===== src/rtl/bit_reverse_stream_buffer.sv =====
// bit_reverse_stream_buffer: ping-pong frame buffer that emits each frame in bit-reversed or natural order
module bit_reverse_stream_buffer #(
    parameter int LOG2N = 3,
    parameter int DW    = 32
) (
    input  logic             clk,
    input  logic             rst,
    input  logic             in_valid,
    output logic             in_ready,
    input  logic [DW-1:0]    in_data,
    input  logic             rev_en,
    output logic             out_valid,
    input  logic             out_ready,
    output logic [DW-1:0]    out_data,
    output logic [LOG2N-1:0] out_index,
    output logic             out_last
);
    localparam int size = 1 << LOG2N;
    localparam logic [LOG2N-1:0] last_cnt = '1;
    logic [DW-1:0] mem [2*size];
    logic [1:0] full, mode;
    logic wr_bank, rd_bank, wr_fire, rd_fire;
    logic [LOG2N-1:0] wr_cnt, rd_cnt, rev_cnt, addr;
    for (genvar i = 0; i < LOG2N; i++) begin : g_rev
        assign rev_cnt[i] = rd_cnt[LOG2N-1-i];
    end
    assign in_ready  = !rst && !full[wr_bank];
    assign out_valid = !rst && full[rd_bank];
    assign wr_fire   = in_valid && in_ready;
    assign rd_fire   = out_valid && out_ready;
    assign addr      = mode[rd_bank] ? rev_cnt : rd_cnt;
    assign out_data  = out_valid ? mem[{rd_bank, addr}] : '0;
    assign out_index = out_valid ? addr : '0;
    assign out_last  = out_valid && rd_cnt == last_cnt;
    always_ff @(posedge clk)
        if (wr_fire) mem[{wr_bank, wr_cnt}] <= in_data;
    // a FULL set and an EMPTY clear always hit different banks, so both bit writes stand
    always_ff @(posedge clk) begin
        if (rst) begin
            full    <= '0;
            mode    <= '0;
            wr_bank <= 1'b0;
            rd_bank <= 1'b0;
            wr_cnt  <= '0;
            rd_cnt  <= '0;
        end else begin
            if (wr_fire) begin
                wr_cnt <= wr_cnt + 1'b1;
                if (wr_cnt == '0) mode[wr_bank] <= rev_en;
                if (wr_cnt == last_cnt) begin
                    full[wr_bank] <= 1'b1;
                    wr_bank       <= !wr_bank;
                end
            end
            if (rd_fire) begin
                rd_cnt <= rd_cnt + 1'b1;
                if (rd_cnt == last_cnt) begin
                    full[rd_bank] <= 1'b0;
                    rd_bank       <= !rd_bank;
                end
            end
        end
    end
endmodule

===== config.mk =====
export PLATFORM = sky130hd
export DESIGN_NAME = bit_reverse_stream_buffer
export DESIGN_NICKNAME = d
export VERILOG_FILES = /design/src/rtl/bit_reverse_stream_buffer.sv
export SDC_FILE = /design/constraint.sdc
export NUM_CORES = 1
export LEC_CHECK = 0
export ABC_AREA = 0
export BUFFER_PORTS_ARGS = -buffer_cell sky130_fd_sc_hd__buf_2
export CAP_MARGIN = 40
export CORE_MARGIN = 1
export CORE_UTILIZATION = 45
export CTS_CLUSTER_SIZE = 12
export DETAILED_ROUTE_END_ITERATION = 16
export RECOVER_POWER = 25
export SYNTH_ARGS = -nofsm -noshare
export SYNTH_HDL_FRONTEND = slang
export SYNTH_SLANG_ARGS = --single-unit

===== constraint.sdc =====
create_clock -name clk -period 9.2 [get_ports clk]
set_input_delay 2.76 -clock clk [delete_from_list [all_inputs] [get_ports clk]]
set_output_delay 2.76 -clock clk [all_outputs]
set_load 0.1 [all_outputs]

### After elaboration in Yosys (flattened, before gate mapping)

Memories as Yosys holds them, arrays and structs flattened.
Index checks and enable logic that the tools add are counted.

| word-level totals | value |
|---|---|
| input port bits | 37 |
| word-level logic and storage cells | 54 |
| bits in writable memories | 512 |
| memories kept | 1 |
| output and inout port bits | 38 |
| bits in registers | 12 |

Memory list:

| name | words | bits a word | rd ports | clocked after memory_dff | wr ports | RTL line | text |
|---|---|---|---|---|---|---|---|
| mem | 16 | 32 | 1 | 0 | 1 | 20 | `logic [DW-1:0] mem [2*size];` |

| operators by class | value |
|---|---|
| mux-type cells | 21 |
| order comparisons | 4 |
| bitwise operators | 3 |
| eq/ne operators | 2 |
| reductions and logical operators | 15 |
| $add $sub $neg | 2 |

Operators with widths:

| operator | count |
|---|---|
| 32-bit two-way mux | 1 |
| 1-bit two-way mux | 10 |
| 2-bit two-way mux | 5 |
| 1-bit logical AND | 7 |
| 3-bit by 1-bit adder with 3-bit output, second input constant | 2 |
| 3-bit equality test, second input constant | 2 |
| 3-bit two-way mux | 2 |
| 2-bit AND reduction | 3 |
| 1-bit logical NOT | 4 |
| 1-bit by 2-bit less-than comparator with 1-bit output, second input constant | 2 |
| 3-bit logical NOT | 1 |
| 2-bit bitwise AND | 1 |
| 2-bit bitwise mux | 1 |
| 1-bit demux with 1-bit select | 2 |
| 1-bit greater-or-equal comparator, second input constant | 2 |
| 2-bit inverter | 1 |
| 2-bit bitwise OR | 1 |

### Depth between registers and ports, before layout

| logic depth | value |
|---|---|
| depth in word-level cells | 11 |
| depth in mapped cells | 8 |
| depth with buffers taken out | 5 |

### Worst setup path before layout

Ideal clock, no wire load.

| timing | value |
|---|---|
| path kind | input-to-output |
| from | input rst |
| to | output out_index[1] |
| required time | 6.440 ns |
| slack | 1.196 ns |
| arrival time | 5.244 ns |
| stages | 3 |
| path buffers | 2 |
| cell sequence | buf_1 > buf_1 > nor3_1 |

| on the way | value |
|---|---|
| cells in the longest elaborated chain, start to end | 3 |

RTL lines:

| what | RTL line | text |
|---|---|---|
| start: declaration | 7 | `input logic rst,` |
| 1-bit logical NOT | 28 | `assign out_valid = !rst && full[rd_bank];` |
| 1-bit logical AND | 28 |  |
| 3-bit two-way mux | 33 | `assign out_index = out_valid ? addr : '0;` |
| end: declaration | 15 | `output logic [LOG2N-1:0] out_index,` |

No other way between the ends.

### Worst setup path in the final report

| timing | value |
|---|---|
| from | input rst |
| to | output out_data[31] |

| on the way | value |
|---|---|
| cells in the longest elaborated chain, start to end | 3 |

RTL lines:

| what | RTL line | text |
|---|---|---|
| 1-bit logical NOT | 28 |  |
| 1-bit logical AND | 28 |  |
| 32-bit two-way mux | 32 | `assign out_data = out_valid ? mem[{rd_bank, addr}] : '0;` |
| end: declaration | 14 | `output logic [DW-1:0] out_data,` |

No other way between the ends.

==> run summary <==
The critical path is of the in2out type. Counting instances in the post-synthesis netlist gives the leading cell types as 512 x sky130_fd_sc_hd__edfxtp_1, 92 x sky130_fd_sc_hd__mux4_2, 75 x sky130_fd_sc_hd__nand2_1. The maximum fanout encountered on the critical timing path came out at 22. The class of the tightest hold or removal check is reg2reg. The post-cts hold buffer count came out at 0.

The overall die width is 215 um. sky130_fd_sc_hd__edfxtp_1 is the most common cell in the netlist. Yosys printed 0 warnings. The largest voltage drop on the vdd net came out at 0.000110 V. The max capacitance violation total is 0.

Traced cell by cell, the critical path runs through buf_2 -> and3b_1 -> and2_1 -> buf_4 -> nand2_1 -> nand3_1 -> buf_2. In this run, post-CTS repair resized a total of 0 instances. At the end of routability-driven placement, the weighted congestion stood at 0.757. The root buffer cell chosen for the clock tree is sky130_fd_sc_hd__clkbuf_16. The setup slack of the most critical reg-to-reg path is 6.09 ns. The clock transition at the registers of the reported paths came out at 0.06 ns. On the critical path, the stage with the largest delay is an instance of sky130_fd_sc_hd__and3b_1. The final number of hold-violating endpoints is 0. For hold timing, the worst endpoint is mode[1].

The post-placement cell area is 0.0217 sq mm. The setup violation total in the final timing report came out at 0. Registers are responsible for 57.1% of the overall power. For this run, design rule violations remaining after detail routing come to 0. Of all flip-flops after synthesis, the portion carrying an async set or reset was 0%.

The analysis attributes to net switching a power of 893 uW. The final cell area excluding filler cells came out at 0.0232 sq mm. The total number of nets in the final design is 1208. The clock net in this run drives a total of 524 sinks. The power after layout came out at 4610 uW. The floorplan step set the die height to 215 um. Relative to the synthesized area, the layout overhead comes to 13.4%. Of the total synthesized cell area, the portion taken by full adders, half adders and majority gates is 0.428%. Broken down by cell family, the worst path's largest delay share belongs to simple AND/OR/NAND/NOR gates. The largest buffer count on any clock path is 3. The half-perimeter wire length after placement came out at 24900 um. The worst stage delay on the critical path came out at 0.53 ns. The via count of the first global-routing pass came out at 10.7k. Setup repair after global routing left no endpoint under its margin. Clock latency on the worst-skew pair, taken at its later pin, is 0.60 ns. Dividing the final minimum period by the clock period gives 85.2%. The all-layer global routing usage is 20.0%.

Synthesis inferred 524 register bits. The area inside the core boundary is 0.0445 sq mm. For this run the aggregate overflow at the end of global routing stands at 0.

The number of DRC markers after the initial detailed-route iteration came out at 1121. The total wire length after detailed routing came out at 45400 um. The count of pins over their slew limit was 0. The first global-routing pass estimated 68600 um of wire. The leakage power total is 0.00724 uW. The worst hold slack across all endpoints is 0.509 ns. The effective utilization at floorplan is 45.9%.

The cell accounting for the most synthesized area is sky130_fd_sc_hd__edfxtp_1. The H-tree level count is 2. After clock tree synthesis, the setup repair step added 0 buffers.

The clock tree from TritonCTS is yes. The arrival time at the worst endpoint came out at 5.07 ns. The cell area that synthesis handed to floorplanning was 0.0205 sq mm. The worst setup path is captured at an output pin. The most critical setup path has its startpoint at rst. The proportion of power drawn by the clock network is 41.3%. The post-detailed-route count of antenna-violating nets is 0. The initial antenna violation count came out at 2. The fraction of synthesized cell area in xor and xnor cells came out at 0.171%.

Summing the areas of all compound-gate instances in the mapped netlist gives 4.44% of the synthesized area. The measured slew at the worst slew-check pin is 0.766 ns. In this run the biggest area consumer among cell types represents 75.2% of the synthesized area. STA classifies the critical path startpoint as a primary input.

The switching portion of total power is 19.4%. The startpoint of the worst register-to-register path is wr_bank. The average wire per cell in the routed design came out at 25.4 um. The share of final-layout standard cells stronger than drive strength 1 came out at 24.4%. The count of port buffers added during placement came out at 74. The count of buffering cells on the critical path with inverters included came out at 3. The first-pass iteration count of the detailed router came out at 5. The cell-internal power came out at 3720 uW.

The run finished with clean final reports. The sequential share of the synthesized area came out at 76.3%. The via total after detailed routing came out at 10.4k. Yosys attributes the largest share of cell area to sky130_fd_sc_hd__edfxtp_1 75%, sky130_fd_sc_hd__mux4_2 10%, sky130_fd_sc_hd__mux2i_1 1.5%. The number of buffers inserted during clock tree synthesis is 53.

The cell count after synthesis came out at 1061. The post-layout minimum cycle time is 7.83 ns. The mean area per synthesized cell came out at 19.3 sq um.

The required time of the worst setup path is 6.44 ns. The worst hold path passes through 2 cells. The final setup TNS came out at 0 ns. The number of cells on the worst reg-to-reg path is 6. The via count normalized by instance count is 5.82. The terminus of the critical flop-to-flop path is mem[11][15]. The largest net degree at the start of global routing came out at 62. The combinational cell fraction of total power is 1.5%. The distinct cell type count after synthesis came out at 47.

The total die area came out at 0.0463 sq mm. The worst slew margin relative to its limit came out at 49.0%. The area share of and/or/nand/nor cells after synthesis came out at 4.47%.

The number of nets in the synthesized netlist is 1105. The site row count came out at 77. Based on the critical path, the design can be clocked at up to 128 MHz. The most used flip-flop cell after synthesis is sky130_fd_sc_hd__edfxtp_1.

The hold path startpoint is mode[1]. The most frequent cell on the critical path is sky130_fd_sc_hd__buf_2. On the final layout, the worst clock skew is 0.0255 ns.

The mux contribution to synthesized area came out at 12.6%. The synthesized design contains 512 enable-type register cells. The number of placed I/O pins is 75. After synthesis, the largest family of logic cells by area is multiplexers. The total power density per cell area came out at 199 mW/mm^2.
-- worst reg2reg max path: cells and delay by family, from the launching register on --
| family | cells | cell delay, ns |
|---|---|---|
| AND/OR/NAND/NOR | 3 | 1.04 |
| buffers and inverters | 2 | 0.72 |
| flip-flops | 1 | 0.68 |
| AO/OA/AOI/OAI | 1 | 0.31 |
-- cell usage in the layout, fill, tap and decap left out, types with 3 or more instances in the layout --
| cell type | count |
|---|---|
| sky130_fd_sc_hd__mux2i_1 | 28 |
| sky130_fd_sc_hd__a31oi_1 | 4 |
| sky130_fd_sc_hd__nor3_1 | 4 |
| sky130_fd_sc_hd__o22ai_1 | 3 |
| sky130_fd_sc_hd__ha_1 | 7 |
| sky130_fd_sc_hd__o2111ai_1 | 7 |
| sky130_fd_sc_hd__buf_2 | 52 |
| sky130_fd_sc_hd__nand3_1 | 37 |
| sky130_fd_sc_hd__mux2_2 | 18 |
| sky130_fd_sc_hd__nor3_2 | 3 |
| sky130_fd_sc_hd__edfxtp_1 | 512 |
| sky130_fd_sc_hd__clkbuf_16 | 53 |
| sky130_fd_sc_hd__o22a_1 | 7 |
| sky130_fd_sc_hd__dfxtp_1 | 11 |
| sky130_fd_sc_hd__o221a_2 | 14 |
| sky130_fd_sc_hd__nor2b_1 | 9 |
| sky130_fd_sc_hd__a211oi_1 | 11 |
| sky130_fd_sc_hd__nor2_4 | 11 |
| sky130_fd_sc_hd__inv_1 | 7 |
| sky130_fd_sc_hd__clkbuf_1 | 38 |
| sky130_fd_sc_hd__and2_1 | 3 |
| sky130_fd_sc_hd__buf_4 | 31 |
| sky130_fd_sc_hd__mux4_2 | 92 |
| sky130_fd_sc_hd__a22oi_1 | 22 |
| sky130_fd_sc_hd__nand2b_1 | 6 |
| sky130_fd_sc_hd__nand2_1 | 75 |
| sky130_fd_sc_hd__o21ai_0 | 41 |
| sky130_fd_sc_hd__nor2_1 | 12 |
| sky130_fd_sc_hd__xnor2_1 | 3 |
| sky130_fd_sc_hd__nor3b_1 | 6 |
| sky130_fd_sc_hd__clkinv_1 | 13 |
| sky130_fd_sc_hd__o211ai_1 | 3 |
| sky130_fd_sc_hd__a21oi_1 | 8 |
| sky130_fd_sc_hd__nand4_1 | 10 |
-- cells by family (layout without fill, tap and decap cells) --
logic type                 count (synthesis)  in the layout
AOI/OAI and AO/OA                        128            128
and+or+nand+nor                          189            189
DFF                                      524            524
other                                      0              1
muxes                                    141            141
adders and majority gates                  7              7
xor gates and xnor gates                   4              4
buffers and inverters                     68            201
-- routing by layer --
layer | part of all wire [%] | wire (um) | vias to the layer above | global-route usage (%)
li1 | - | - | 4546 | -
met1 | 44 | 19800 | 5482 | 28.4
met2 | 49 | 22100 | 300 | 32.0
met3 | 5.5 | 2490 | 79 | 3.47
met4 | 2.1 | 946 | 2 | 5.86
met5 | 0.033 | 15 | - | 0
-- state kept, by name, summed over array words and instances (netlist names) --
name	count
full	2
mode	2
mem	512
rd_cnt	3
wr_cnt	3
rd_bank	1
wr_bank	1
-- metrics by stage --
stage	cells	worst slack [ns]	util, %
after global routing	1786	1.19	52.1
after global placement	1697	1.40	48.7
after floorplan	1061	1.20	-
final	1787	1.37	52.1
after detailed placement	1701	1.35	48.8
after CTS	1786	1.36	52.1
-- final cells by class --
type                       instances  area (sq um)
clock buffer                      69          1390
multi-input combinational        469          4670
sequential                       524         15600
tap                              592           741
inverter                           7          26.3
clock inverter                    16          88.8
timing repair buffer             109           657
antenna                            1          2.50
fill                            3590         21300
-- power by group through the flow --
stage	clock network (uW)	registers (uW)	logic, uW
after floorplan	0	2690	22.4
after global placement	0	2690	67.8
after detailed placement	0	2690	72.3
after CTS	1950	2640	72.5
after global routing	2030	2640	77.0
final	1910	2640	69.8
-- worst max-delay path by stage --
stage / end / slack [ns] / cells after the start
6_report: out_data[31] / 1.37 / 7
5_1_grt: out_data[23] / 1.19 / 7
4_1_cts: out_data[31] / 1.36 / 7
3_5_place_dp: out_data[31] / 1.35 / 7
3_3_place_gp: out_data[31] / 1.40 / 7
2_1_floorplan: out_index[1] / 1.20 / 3
Note: power is estimated with default switching activity, not from simulation.
